--- src/rtl/snake_pkg.sv ---
// snake_pkg: shared definitions for the snake head stepper.
//   GRID_BITS / GRID_MAX : coordinate width and largest coordinate of the 32x32 grid
//   DIR_*                : direction encodings as seen on dir_in
//   state_e              : sequencing FSM states
//   is_reverse()         : true when two directions are exact opposites
package snake_pkg;

  localparam int GRID_BITS = 5;
  localparam int GRID_MAX  = 31;

  typedef logic [1:0] dir_t;

  localparam dir_t DIR_UP    = 2'b00;
  localparam dir_t DIR_RIGHT = 2'b01;
  localparam dir_t DIR_DOWN  = 2'b10;
  localparam dir_t DIR_LEFT  = 2'b11;

  typedef enum logic [2:0] {
    ST_IDLE,
    ST_STEP,
    ST_CHECK,
    ST_GROW,
    ST_DONE
  } state_e;

  // Opposite directions differ only in bit 1 (up/down, right/left).
  function automatic logic is_reverse(input dir_t a, input dir_t b);
    return (a ^ b) == 2'b10;
  endfunction

endpackage

--- src/rtl/adder5.sv ---
// adder5: 5-bit ripple-carry adder shared by the head X, head Y and length updates.
// Ports:
//   a, b : operands
//   ci   : carry in
//   s    : sum (mod 32)
//   co   : carry out of bit 4
module adder5 (
  input  logic [4:0] a,
  input  logic [4:0] b,
  input  logic       ci,
  output logic [4:0] s,
  output logic       co
);

  logic [5:0] c;

  assign c[0] = ci;

  for (genvar i = 0; i < 5; i++) begin : g_fa
    assign s[i]     = a[i] ^ b[i] ^ c[i];
    assign c[i + 1] = (a[i] & b[i]) | (c[i] & (a[i] ^ b[i]));
  end

  assign co = c[5];

endmodule

--- src/rtl/snake_head_stepper.sv ---
// snake_head_stepper: sequences one game step (move head, check food, grow) using a
// single time-shared 5-bit adder.
//
// Configuration macro: SNAKE_HEAD_WRAP_EN
//   defined   : moves wrap modulo 32, dead is never set
//   undefined : a move off the grid holds the head and sets the sticky dead flag
//
// Ports:
//   clk, reset        : clock, synchronous active-high reset
//   tick              : step request pulse (queued one-deep while busy)
//   dir_in, dir_valid : direction request (00 up, 01 right, 10 down, 11 left)
//   food_x, food_y    : food cell
//   head_x, head_y    : registered head position
//   length            : registered snake length (saturates at MAX_LEN)
//   busy              : FSM not in IDLE
//   step_done, ate    : one-cycle pulses at the end of a step
//   dead              : sticky wall-hit flag
//
// state | meaning
// IDLE  | waiting for tick or pending request
// STEP  | adder moves head one cell along dir_cur
// CHECK | compare head with food
// GROW  | adder increments length (held at MAX_LEN)
// DONE  | step_done (and ate) pulse; chain to STEP if a tick is pending
module snake_head_stepper
  import snake_pkg::*;
#(
  parameter int INIT_X   = 16,
  parameter int INIT_Y   = 16,
  parameter int INIT_LEN = 3,
  parameter int MAX_LEN  = 31
) (
  input  logic                 clk,
  input  logic                 reset,
  input  logic                 tick,
  input  logic [1:0]           dir_in,
  input  logic                 dir_valid,
  input  logic [GRID_BITS-1:0] food_x,
  input  logic [GRID_BITS-1:0] food_y,
  output logic [GRID_BITS-1:0] head_x,
  output logic [GRID_BITS-1:0] head_y,
  output logic [GRID_BITS-1:0] length,
  output logic                 busy,
  output logic                 step_done,
  output logic                 ate,
  output logic                 dead
);

  localparam logic [GRID_BITS-1:0] ONE       = GRID_BITS'(1);
  // Adding GRID_MAX (all ones) is a decrement modulo 32.
  localparam logic [GRID_BITS-1:0] MINUS_ONE = GRID_BITS'(GRID_MAX);
  localparam logic [GRID_BITS-1:0] INIT_X_V  = GRID_BITS'(INIT_X);
  localparam logic [GRID_BITS-1:0] INIT_Y_V  = GRID_BITS'(INIT_Y);
  localparam logic [GRID_BITS-1:0] INIT_L_V  = GRID_BITS'(INIT_LEN);
  localparam logic [GRID_BITS-1:0] MAX_L_V   = GRID_BITS'(MAX_LEN);

  state_e               state_q, state_d;
  logic [GRID_BITS-1:0] head_x_q, head_x_d;
  logic [GRID_BITS-1:0] head_y_q, head_y_d;
  logic [GRID_BITS-1:0] len_q, len_d;
  dir_t                 dir_cur_q, dir_cur_d;
  dir_t                 dir_next_q, dir_next_d;
  logic                 pending_q, pending_d;
  logic                 dead_q, dead_d;
  logic                 busy_q, busy_d;
  logic                 step_done_q, step_done_d;
  logic                 ate_q, ate_d;

  logic [GRID_BITS-1:0] add_a, add_b, add_s;
  logic                 add_co;
  logic                 move_x, move_inc;
  logic                 wall_hit;

  always_comb begin
    move_x   = 1'b0;
    move_inc = 1'b0;
    case (dir_cur_q)
      DIR_UP:    begin move_x = 1'b0; move_inc = 1'b0; end
      DIR_RIGHT: begin move_x = 1'b1; move_inc = 1'b1; end
      DIR_DOWN:  begin move_x = 1'b0; move_inc = 1'b1; end
      DIR_LEFT:  begin move_x = 1'b1; move_inc = 1'b0; end
    endcase
  end

  // Operand mux for the shared adder: head coordinate in STEP, length in GROW.
  always_comb begin
    add_a = '0;
    add_b = '0;
    case (state_q)
      ST_STEP: begin
        add_a = move_x ? head_x_q : head_y_q;
        add_b = move_inc ? ONE : MINUS_ONE;
      end
      ST_GROW: begin
        add_a = len_q;
        add_b = ONE;
      end
      default: ;
    endcase
  end

  adder5 u_adder (
    .a  (add_a),
    .b  (add_b),
    .ci (1'b0),
    .s  (add_s),
    .co (add_co)
  );

`ifdef SNAKE_HEAD_WRAP_EN
  logic unused_co;
  assign unused_co = add_co;
  assign wall_hit  = 1'b0;
`else
  // An increment off the edge carries out (31+1); a decrement off the edge is the
  // only case that does not carry out (0+31). The carry therefore flags the wall.
  assign wall_hit = move_inc ? add_co : ~add_co;
`endif

  always_comb begin
    state_d     = state_q;
    head_x_d    = head_x_q;
    head_y_d    = head_y_q;
    len_d       = len_q;
    dir_cur_d   = dir_cur_q;
    dir_next_d  = dir_next_q;
    pending_d   = pending_q;
    dead_d      = dead_q;
    step_done_d = 1'b0;
    ate_d       = 1'b0;

    if (dir_valid && !is_reverse(dir_in, dir_cur_q)) begin
      dir_next_d = dir_in;
    end

    if (tick && (state_q != ST_IDLE) && !pending_q) begin
      pending_d = 1'b1;
    end

    case (state_q)
      ST_IDLE: begin
        if ((tick || pending_q) && !dead_q) begin
          state_d   = ST_STEP;
          pending_d = 1'b0;
          dir_cur_d = dir_next_q;
        end
      end
      ST_STEP: begin
        if (wall_hit) begin
          dead_d      = 1'b1;
          state_d     = ST_DONE;
          step_done_d = 1'b1;
        end else begin
          if (move_x) begin
            head_x_d = add_s;
          end else begin
            head_y_d = add_s;
          end
          state_d = ST_CHECK;
        end
      end
      ST_CHECK: begin
        if ((head_x_q == food_x) && (head_y_q == food_y)) begin
          state_d = ST_GROW;
        end else begin
          state_d     = ST_DONE;
          step_done_d = 1'b1;
        end
      end
      ST_GROW: begin
        if (len_q != MAX_L_V) begin
          len_d = add_s;
        end
        state_d     = ST_DONE;
        step_done_d = 1'b1;
        ate_d       = 1'b1;
      end
      ST_DONE: begin
        if (pending_q && !dead_q) begin
          state_d   = ST_STEP;
          pending_d = 1'b0;
          dir_cur_d = dir_next_q;
        end else begin
          state_d = ST_IDLE;
        end
      end
      default: state_d = ST_IDLE;
    endcase

    if (dead_q || dead_d) begin
      pending_d = 1'b0;
    end

    busy_d = (state_d != ST_IDLE);
  end

  always_ff @(posedge clk) begin
    if (reset) begin
      state_q     <= ST_IDLE;
      head_x_q    <= INIT_X_V;
      head_y_q    <= INIT_Y_V;
      len_q       <= INIT_L_V;
      dir_cur_q   <= DIR_RIGHT;
      dir_next_q  <= DIR_RIGHT;
      pending_q   <= 1'b0;
      dead_q      <= 1'b0;
      busy_q      <= 1'b0;
      step_done_q <= 1'b0;
      ate_q       <= 1'b0;
    end else begin
      state_q     <= state_d;
      head_x_q    <= head_x_d;
      head_y_q    <= head_y_d;
      len_q       <= len_d;
      dir_cur_q   <= dir_cur_d;
      dir_next_q  <= dir_next_d;
      pending_q   <= pending_d;
      dead_q      <= dead_d;
      busy_q      <= busy_d;
      step_done_q <= step_done_d;
      ate_q       <= ate_d;
    end
  end

  assign head_x    = head_x_q;
  assign head_y    = head_y_q;
  assign length    = len_q;
  assign busy      = busy_q;
  assign step_done = step_done_q;
  assign ate       = ate_q;
  assign dead      = dead_q;

endmodule

--- config.mk ---
export PLATFORM = sky130hd
export DESIGN_NAME = snake_head_stepper
export DESIGN_NICKNAME = d
export VERILOG_FILES = /design/src/rtl/snake_pkg.sv /design/src/rtl/adder5.sv /design/src/rtl/snake_head_stepper.sv
export SDC_FILE = /design/constraint.sdc
export NUM_CORES = 1
export LEC_CHECK = 0
export ABC_AREA = 0
export CAP_MARGIN = 20
export CORE_MARGIN = 5
export CORE_UTILIZATION = 45
export DETAILED_ROUTE_END_ITERATION = 6
export PLACE_DENSITY = 0.74
export SLEW_MARGIN = 20
export SYNTH_ARGS = -nofsm -noshare
export SYNTH_HDL_FRONTEND = slang
export SYNTH_SLANG_ARGS = --single-unit
--- constraint.sdc ---
create_clock -name clk -period 7.2 [get_ports clk]
set_clock_uncertainty 0.05 [all_clocks]
set_input_delay 1.8 -clock clk [delete_from_list [all_inputs] [get_ports clk]]
set_output_delay 1.8 -clock clk [all_outputs]
set_load 0.03 [all_outputs]
==> After elaboration in Yosys (flattened, before gate mapping) <==
Cells that the tools add are included.
{ "classes": {"n_eq_ne": 13, "mux": 25, "bitwise_logic": 26, "n_reduce_logical": 25} }
{ "op_table": {"columns": ["op", "n"], "rows": [
  ["5-bit case mux with 2 select lines", 2],
  ["3-bit case mux with 5 select lines", 1],
  ["5-bit == test", 2],
  ["1-bit 2-to-1 mux", 10],
  ["5-bit 2-to-1 mux", 2],
  ["2-bit OR reduction", 5],
  ["1-bit bitwise AND", 9],
  ["3-bit 2-to-1 mux", 3],
  ["3-bit AND reduction", 3],
  ["1-bit XOR", 9],
  ["2-bit == test, second input constant", 3],
  ["3-bit by 2-bit == test with 1-bit output, second input constant", 2],
  ["1-bit logical AND", 6],
  ["1-bit case mux with 2 select lines", 3],
  ["3-bit nonzero test", 2],
  ["5-bit inequality test, second input constant", 1],
  ["2-bit 2-to-1 mux", 2],
  ["2-bit inequality test, second input constant", 2],
  ["1-bit bitwise OR", 4],
  ["2-bit case mux with 2 select lines", 1],
  ["3-bit by 1-bit == test with 1-bit output, second input constant", 1],
  ["3-bit == test, second input constant", 1],
  ["1-bit logical NOT", 3],
  ["3-bit logical NOT", 1],
  ["other kinds (8)", 11]
]} }
{ "totals": {"ff_bits": 27, "input_bits": 16, "output_inout_bits": 19, "wordCells": 100} }

==> Logic depth before layout (Yosys ltp) <==
{ "logic_depth": {"word_depth": 20, "ltp_mapped": 15} }

==> Cells and area by module <==
A second synthesis with hierarchy kept.
{ "hier_totals": {"cells_unflattened": 163, "area_unflattened_um2": 1462.7} }
{ "modules_own_cells": {"columns": ["module", "n_inst", "cells_each", "area_each_um2"], "rows": [
  ["snake_head_stepper", 1, 148, 1325.0],
  ["adder5", 1, 15, 137.6]
]} }

==> Worst setup path after synthesis <==
OpenSTA, ideal clock, no wires.
{ "synth_timing": {"path_kind": "reg2reg", "start": "reg dir_cur_q[1]", "end": "reg head_x_q[4], in the netlist head_x[4]", "setup_ps": 120, "arrival_ps": 3520, "setup_slack_ps": 3511, "path_stages_with_launch": 15, "n_path_buf": 1, "synth_period_minus_slack_ps": 3689, "cell_sequence": "dfxtp_1 -> inv_1 -> ha_1 -> nor2_1 -> mux2i_1 -> o21ai_0 -> fa_1 -> fa_1 -> fa_1 -> inv_1 -> fa_1 -> xnor2_1 -> or3_1 -> buf_6 -> a211o_1"} }
{ "synth_between": {"elab_chain_len": 18, "elab_cells_between_ends": 36, "classes_between": "eq/ne: 3; mux: 7; bitwise: 20; reduce/logical: 6"} }
{ "synth_lines": {"columns": ["element", "line_no", "text"], "rows": [
  ["from (decl)", "snake_head_stepper.sv:61", "dir_t dir_cur_q, dir_cur_d;"],
  ["from (signal assigned)", "snake_head_stepper.sv:215", "dir_cur_q <= dir_cur_d;"],
  ["2-bit == test, or another cell as far along", "snake_head_stepper.sv:77", "case (dir_cur_q)"],
  ["2-bit OR reduction (no line)", null, null],
  ["1-bit case mux with 2 select lines", "snake_head_stepper.sv:77", null],
  ["5-bit 2-to-1 mux (on tied branches)", "snake_head_stepper.sv:91, snake_head_stepper.sv:92", null],
  ["5-bit case mux with 2 select lines", "snake_head_stepper.sv:89", "case (state_q)"],
  ["1-bit bitwise AND or 1-bit XOR (tied branches)", "adder5.sv:21", "assign c[i + 1] = (a[i] & b[i]) | (c[i] & (a[i] ^ b[i]));"],
  ["1-bit bitwise AND", "adder5.sv:21", null],
  ["1-bit bitwise OR", "adder5.sv:21", null],
  ["[... 2 more ...]", null, null],
  ["1-bit bitwise AND", "adder5.sv:21", null],
  ["1-bit bitwise OR", "adder5.sv:21", null],
  ["1-bit bitwise AND", "adder5.sv:21", null],
  ["1-bit bitwise OR", "adder5.sv:21", null],
  ["1-bit inverter", "snake_head_stepper.sv:117", "assign wall_hit = move_inc ? add_co : ~add_co;"],
  ["1-bit 2-to-1 mux", "snake_head_stepper.sv:117", null],
  ["1-bit inverter (no line)", null, null],
  ["3-bit AND reduction (no line)", null, null],
  ["to (signal assigned)", "snake_head_stepper.sv:200", "head_x_q <= INIT_X_V;"],
  ["to (signal assigned)", "snake_head_stepper.sv:212", "head_x_q <= head_x_d;"],
  ["to (decl)", "snake_head_stepper.sv:58", "logic [GRID_BITS-1:0] head_x_q, head_x_d;"]
]} }
Parallel ways exist; a longest one is shown, timed or not.
A chain may end at the register's enable or synchronous reset.

==> Final worst setup path <==
{ "layout_timing": {"start": "reg dir_cur_q[1]", "end": "reg head_y_q[4], in the netlist head_y[4]"} }
{ "layout_between": {"elab_chain_len": 18, "elab_cells_between_ends": 37, "classes_between": "eq/ne: 3; mux: 7; bitwise: 21; reduce/logical: 6"} }
{ "layout_lines": {"columns": ["element", "line_no", "text"], "rows": [
  ["2-bit == test, or another cell as far along", "snake_head_stepper.sv:77", null],
  ["2-bit OR reduction (no line)", null, null],
  ["1-bit case mux with 2 select lines", "snake_head_stepper.sv:77", null],
  ["5-bit 2-to-1 mux (on tied branches)", "snake_head_stepper.sv:91, snake_head_stepper.sv:92", null],
  ["5-bit case mux with 2 select lines", "snake_head_stepper.sv:89", null],
  ["1-bit bitwise AND or 1-bit XOR (tied branches)", "adder5.sv:21", null],
  ["1-bit bitwise AND", "adder5.sv:21", null],
  ["1-bit bitwise OR", "adder5.sv:21", null],
  ["[... 2 more ...]", null, null],
  ["1-bit bitwise AND", "adder5.sv:21", null],
  ["1-bit bitwise OR", "adder5.sv:21", null],
  ["1-bit bitwise AND", "adder5.sv:21", null],
  ["1-bit bitwise OR", "adder5.sv:21", null],
  ["1-bit inverter", "snake_head_stepper.sv:117", null],
  ["1-bit 2-to-1 mux", "snake_head_stepper.sv:117", null],
  ["1-bit inverter (no line)", null, null],
  ["3-bit AND reduction (no line)", null, null],
  ["to (signal assigned)", "snake_head_stepper.sv:213", "head_y_q <= head_y_d;"],
  ["to (decl)", "snake_head_stepper.sv:59", "logic [GRID_BITS-1:0] head_y_q, head_y_d;"]
]} }
Parallel ways exist; a longest one is shown, timed or not.

==> flow_metrics.tcl <==
set metrics [dict create \
    outcome "finished clean" \
    slew_viol_final 0 \
    crit_type "reg -> reg" \
    cts_tree "yes" \
    power_density_nw_per_um2 192 \
    relSlewSlack_pct 37.3 \
    final_nets 210 \
    synth_most_common_cell "dfxtp_1" \
    drtAntennaViolNets 0 \
    fin_area_sq_um 1790 \
    cts-htree-levels 1 \
    synth_area_leaders "dfxtp_1 (38%), mux2i_1 (8.5%), xor2_1 (6.8%)" \
    synth_top_area_share_pct 38.4 \
    yosysWarnings 0 \
    grt_usage_pct 16.7 \
    dp_hpwl_um 2530 \
    synthFlopType "dfxtp_1" \
    grt_max_degree 27 \
    chipHeight_um 66.0 \
    tns_ns 0 \
    crit_path_end_kind "register" \
    top_usage_layer "met2" \
    via_count 1196 \
    grt_util_met3_pct 4.25 \
    cts_setup_buffers 0 \
    yosysTopAreaCell "dfxtp_1" \
    whs_endpoint "dir_next_q[0]" \
    rsz0062_at_grt "no" \
    die_x_um 66.0 \
    antenna_found_initial 0 \
    row_count 20 \
    place.gp.congestion 0.867 \
    avgRoutedWirePerCell_um 14.2 \
    tightest_slew_ns 0.937 \
    clockRootBuffer "clkbuf_4" \
    drive_above_1_share_pct 3.21 \
    core_area_sq_um 3030 \
    synth_edf_count 0 \
    final_hold_viol_count 0 \
    synth_cell_type_count 34 \
    overflow 0 \
    hp-class "reg -> reg" \
    timing.final.crit_share_pct 57.1 \
    synthesis.nets 178 \
    grt_first_pass_wirelength_um 5620 \
    grt_pass1_vias 1234 \
    worstHoldStart "dir_next_q[0]" \
    drv_cap 0 \
    die_area_sq_um 4350 \
    portBuffers 34 \
    syn2layout_area_growth_pct 26.7 \
    r2r_slack_ns 3.09 \
    power_uw 343 \
    cp.arrival_ns 4.30 \
    cts_sinks 27 \
    antenna_cells 0 \
    reg2regPathDepth 14 \
    synth.avg_cell_area_sq_um 9.03 \
    critPathMaxFanout 7 \
    peakVddDrop_uv 98.8 \
    final-setup-viol-count 0 \
    ioPinCount 35 \
    cts_buffers 3 \
    clock_latency_ns 0.33 \
    hold_depth 1 \
    viasPerCell 5.18 \
    drtIter0Drc 65 \
    synth_common_cells "dfxtp_1 (27), nor2_1 (20), mux2i_1 (12)" \
    fmax_ghz 0.243 \
    hold_buffers 0 \
    dr.pass1.iters 4 \
    reg2reg_from "dir_cur_q[1]" \
    cts.path.max_buffers 2 \
    placed_area_sq_um 1760 \
    crit_required_ns 7.39 \
    async_flop_share_pct 0 \
    syn_inst 156 \
    met1_usage_pct 19.9 \
    synth_seq_cells 27 \
    power.leakage_uw 0.000714 \
    wirelength_um 3280 \
    ys_seq_area_share_pct 38.4 \
    start_util_pct 46.5 \
    startpoint_type "register" \
    route.detailed.drc 0 \
    grt_use_met2_pct 28.8 \
    rr_endpoint "head_y[4]" \
    synth_area_sq_um 1410 \
    period_needed_ns 4.11 \
    cts.reportedPaths.clkPinSlew_ns 0.14 \
    cts_resized 0 \
]
==> registers in the layout, indices dropped and copies added (netlist names) <==
| name | flops |
|---|---|
| head_x | 5 |
| head_y | 5 |
| length | 5 |
| state_q | 3 |
| dir_cur_q | 2 |
| dir_next_q | 2 |
| ate | 1 |
| busy | 1 |
| dead | 1 |
| pending_q | 1 |
| step_done | 1 |
==> worst max path at each step <==
stage,endpoint,cells after the start,slack (ns),start
2_1_floorplan,head_x[4],14,3.51,dir_cur_q[1]
3_3_place_gp,head_x[4],13,3.35,dir_cur_q[1]
3_5_place_dp,head_y[4],14,3.17,dir_cur_q[1]
4_1_cts,head_y[4],14,3.11,dir_cur_q[1]
5_1_grt,head_y[4],14,2.84,dir_cur_q[1]
6_report,head_y[4],14,3.09,dir_cur_q[1]
==> per-stage QoR <==
| step | instances | setup slack, ns | utilization [%] | hold slack, ns |
|---|---|---|---|---|
| 2_1_floorplan | 156 | 3.51 | - | 0.385 |
| 3_3_place_gp | 227 | 3.35 | 58.1 | 0.398 |
| 3_5_place_dp | 227 | 3.17 | 58.1 | 0.416 |
| 4_1_cts | 231 | 3.11 | 59.0 | 0.448 |
| 5_1_grt | 231 | 2.84 | 59.0 | 0.481 |
| 6_report | 231 | 3.09 | 59.0 | 0.441 |
==> placed cells by master, fill, tap and decap left out, types with 3 or more instances in the layout <==
cell             count
mux2i_1             12
a21oi_1              9
clkbuf_4             3
xor2_1              11
nor2_1              20
inv_1                6
a211o_1              4
o21a_1               3
nand2_1             11
xnor2_1              4
nand3_1              3
dfxtp_1             27
fa_1                 4
o21ai_0             11
clkdlybuf4s50_1     34
==> where the power goes <==
group          internal [uW]  switching (uW)
registers                161            13.4
logic                   48.4            54.3
clock network           21.8            44.1
==> critical path, cell delays in order (launching register included) <==
cell and delay (ns):
dfxtp_1 0.42, inv_1 0.06, ha_1 0.19, nor2_1 0.48, mux2i_1 0.26, o21ai_0 0.13
fa_1 0.44, fa_1 0.39, fa_1 0.36, inv_1 0.07, fa_1 0.17, xnor2_1 0.23
nand3b_1 0.37, nor2_1 0.09, a211o_1 0.28
==> kinds of logic after synthesis <==
group / after synthesis / share of synthesized area [%]
flip-flops: 27 / 38.4
multiplexers: 12 / 8.53
AO/OA/AOI/OAI: 31 / 13.2
XOR/XNOR: 15 / 9.32
adder cells (fa/ha/maj): 6 / 7.46
AND/OR/NAND/NOR: 52 / 18.3
buffers and inverters: 13 / 4.80
==> metal layers <==
metal  vias to the layer above  wire, um
met3                         4       137
met5                         -         0
met4                         0        30
li1                        592         -
met1                       572      1460
met2                        28      1650
==> layout make-up <==
class / instances / area (sq um)
clock buffer: 4 / 26.3
sequential: 27 / 541
fill: 279 / 1240
multi-input combinational: 116 / 801
tap: 44 / 55.1
timing repair buffer: 34 / 340
inverter: 6 / 22.5
Power figures use the tool's default switching activity.
==> RTL change, RTL diff (same settings) <==
Change the package constant `GRID_MAX` from 31 to 15.
--- a/src/rtl/snake_pkg.sv
+++ b/src/rtl/snake_pkg.sv
@@ -6,7 +6,7 @@
 package snake_pkg;
 
   localparam int GRID_BITS = 5;
-  localparam int GRID_MAX  = 31;
+  localparam int GRID_MAX  = 15;
 
   typedef logic [1:0] dir_t;
 
Behaviour: not the same (a bounded check fails within 4 cycles, from zero or initial values and one cycle with reset high).
==> RTL change against the original RTL <==
Power is 2.6% lower; largest cell class unchanged; non-clock buffer count unchanged; design area is 0.35% lower; sequential cell count stayed put; wire length shrank 4.4%; synthesized area is essentially flat; setup slack got worse by 0.0077 ns; largest power group unchanged; critical path type unchanged.
==> RTL change: results (changes against the original RTL) <==
| Metric | Value |
|---|---|
| Pin count of the biggest net entering global routing | `27 (unchanged)` |
| Cell count after synthesis | `155 (-0.64%)` |
| Drt initial violations | `59 (-9.2%)` |
| Number of nets with antenna violations after routing | `0 (unchanged)` |
| Post-CTS setup buffers | `0 (unchanged)` |
| Max H-tree Level | `1 (unchanged)` |
| Final #Nets | `208 (-0.95%)` |
| Top area cells in the synthesized netlist | `dfxtp_1 38%, mux2i_1 10%, xor2_1 6.8%, nor2_1 6.7%, fa_1 4.3%` |
| GP Congestion | `0.8505 (-1.9%)` |
| Global-route wire length before repair | `5188 µm (-7.6%)` |
| Maximum vdd ir drop | `74.01 µV (-25%)` |
| Slew headroom | `0.3605 (-0.01291)` |
| Share of cells above drive strength 1 | `0.03784 (+0.005752)` |
| Post-CTS Resized | `0 (unchanged)` |
| Warnings, synthesis | `0 (unchanged)` |
| Max clock buf depth | `2 (unchanged)` |
| Cell variety after synth | `35 (+2.9%)` |
| Async set or reset register ratio after synthesis | `0 (unchanged)` |
| Post-synthesis sequential area ratio | `0.3840 (about the same)` |
| # diodes | `0 (unchanged)` |
| Leakage | `0.7239 nW (+1.4%)` |
| Syn nets | `177 (-0.56%)` |
| DRT Pass-1 Iters | `5 (+1)` |
| Clock Latency Late Sink | `0.32 ns` |
| # port buffers | `34 (unchanged)` |
| Vias per cell | `5.131 (-0.90%)` |
| Synth top cells by count | `27 x dfxtp_1, 25 x nor2_1, 14 x mux2i_1` |
| WP data arrival | `4.30 ns (about the same)` |
| Post-DP HPWL | `2388 µm (-5.7%)` |
| TritonCTS Buffers | `3 (unchanged)` |
| Reg clk slew, reported paths | `0.14 ns (about the same)` |
| Initial antenna violation count | `0 (unchanged)` |
| Post-synthesis mux area share | `0.09956 (+0.01430)` |
| Clock root cell | `clkbuf_4` |
| XOR/XNOR Fraction of Synth Area | `0.09333 (about the same)` |
| Average wire per standard cell | `13.69 µm (-3.6%)` |
| Vias in the first global route | `1178 (-4.5%)` |
| Status | `finished clean` |
| Compound-Gate Fraction of Synth Area | `0.1084 (-0.02388)` |
| Adder-cell area share of the yosys netlist | `0.06933 (-0.005267)` |
| Total GRT Usage | `0.1497 (-0.01759)` |
| Fillers | `273 (-2.2%)` |
| HP Class | `reg -> reg` |
| Placed inst area | `1753 µm² (-0.36%)` |
| Worst Path Max Fanout | `6 (-1)` |
| Final non-filler cell total | `229 (-0.87%)` |
==> RTL change: cells by family (layout without fill, tap and decap cells) <==
logic type,after synthesis,after routing
mux,14,14
xor+xnor,15,15
simple gates,55,55
flops,27,27
fa+ha+maj,6,6
compound gates,25,25
buf+inv,13,43
==> RTL change: cell type report <==
type                            instances  share of cell area
Inverter                                5             0.01055
Tap cell                               44             0.03094
Sequential cell                        27              0.3038
Multi-Input combinational cell        115              0.4487
Clock buffer                            4             0.01477
Timing Repair Buffer                   34              0.1913
==> RTL change: metrics by stage <==
step	util	total power, mW	setup slack [ns]
after floorplan	-	0.2438	3.320
after global placement	0.5789	0.2714	3.255
after detailed placement	0.5789	0.2739	3.112
after CTS	0.5876	0.3368	3.101
after global routing	0.5876	0.3532	2.828
final	0.5876	0.3337	3.079
==> RTL change: worst max-delay path, stage by stage, from the launching register on <==
cell	delay, ns
dfxtp_1	0.41
inv_1	0.06
ha_1	0.19
nor2_1	0.49
mux2i_1	0.25
o21ai_0	0.15
fa_1	0.42
fa_1	0.40
fa_1	0.38
ha_1	0.21
xor2_1	0.20
or4_4	0.51
a211o_1	0.31
==> RTL change: where the power goes <==
part	internal (mW)	switching (mW)
combinational	0.0464	0.0509
sequential	0.161	0.0126
clock	0.0217	0.0417
==> RTL change: path summary, 6_finish.rpt <==
check	startpoint	endpoint	slack (ns)	depth (start not counted)
setup / recovery	dir_cur_q[1]$_SDFFE_PP0P_	head_y[4]$_SDFFE_PP1P_	3.08	12
hold / removal	dir_next_q[0]$_SDFFE_PP1P_	dir_next_q[0]$_SDFFE_PP1P_	0.44	1
setup reg to reg	dir_cur_q[1]$_SDFFE_PP0P_	head_y[4]$_SDFFE_PP1P_	3.08	12
hold reg to reg	dir_next_q[0]$_SDFFE_PP1P_	dir_next_q[0]$_SDFFE_PP1P_	0.44	1
==> RTL change: routing by layer <==
layer,vias up,routed length [µm],track usage,share of wire
li1,591,-,-,-
met1,541,1372,0.1912,0.44
met2,37,1546,0.2566,0.49
met3,6,181,0.02891,0.058
met4,0,33,0.04061,0.011
met5,-,0,0,0
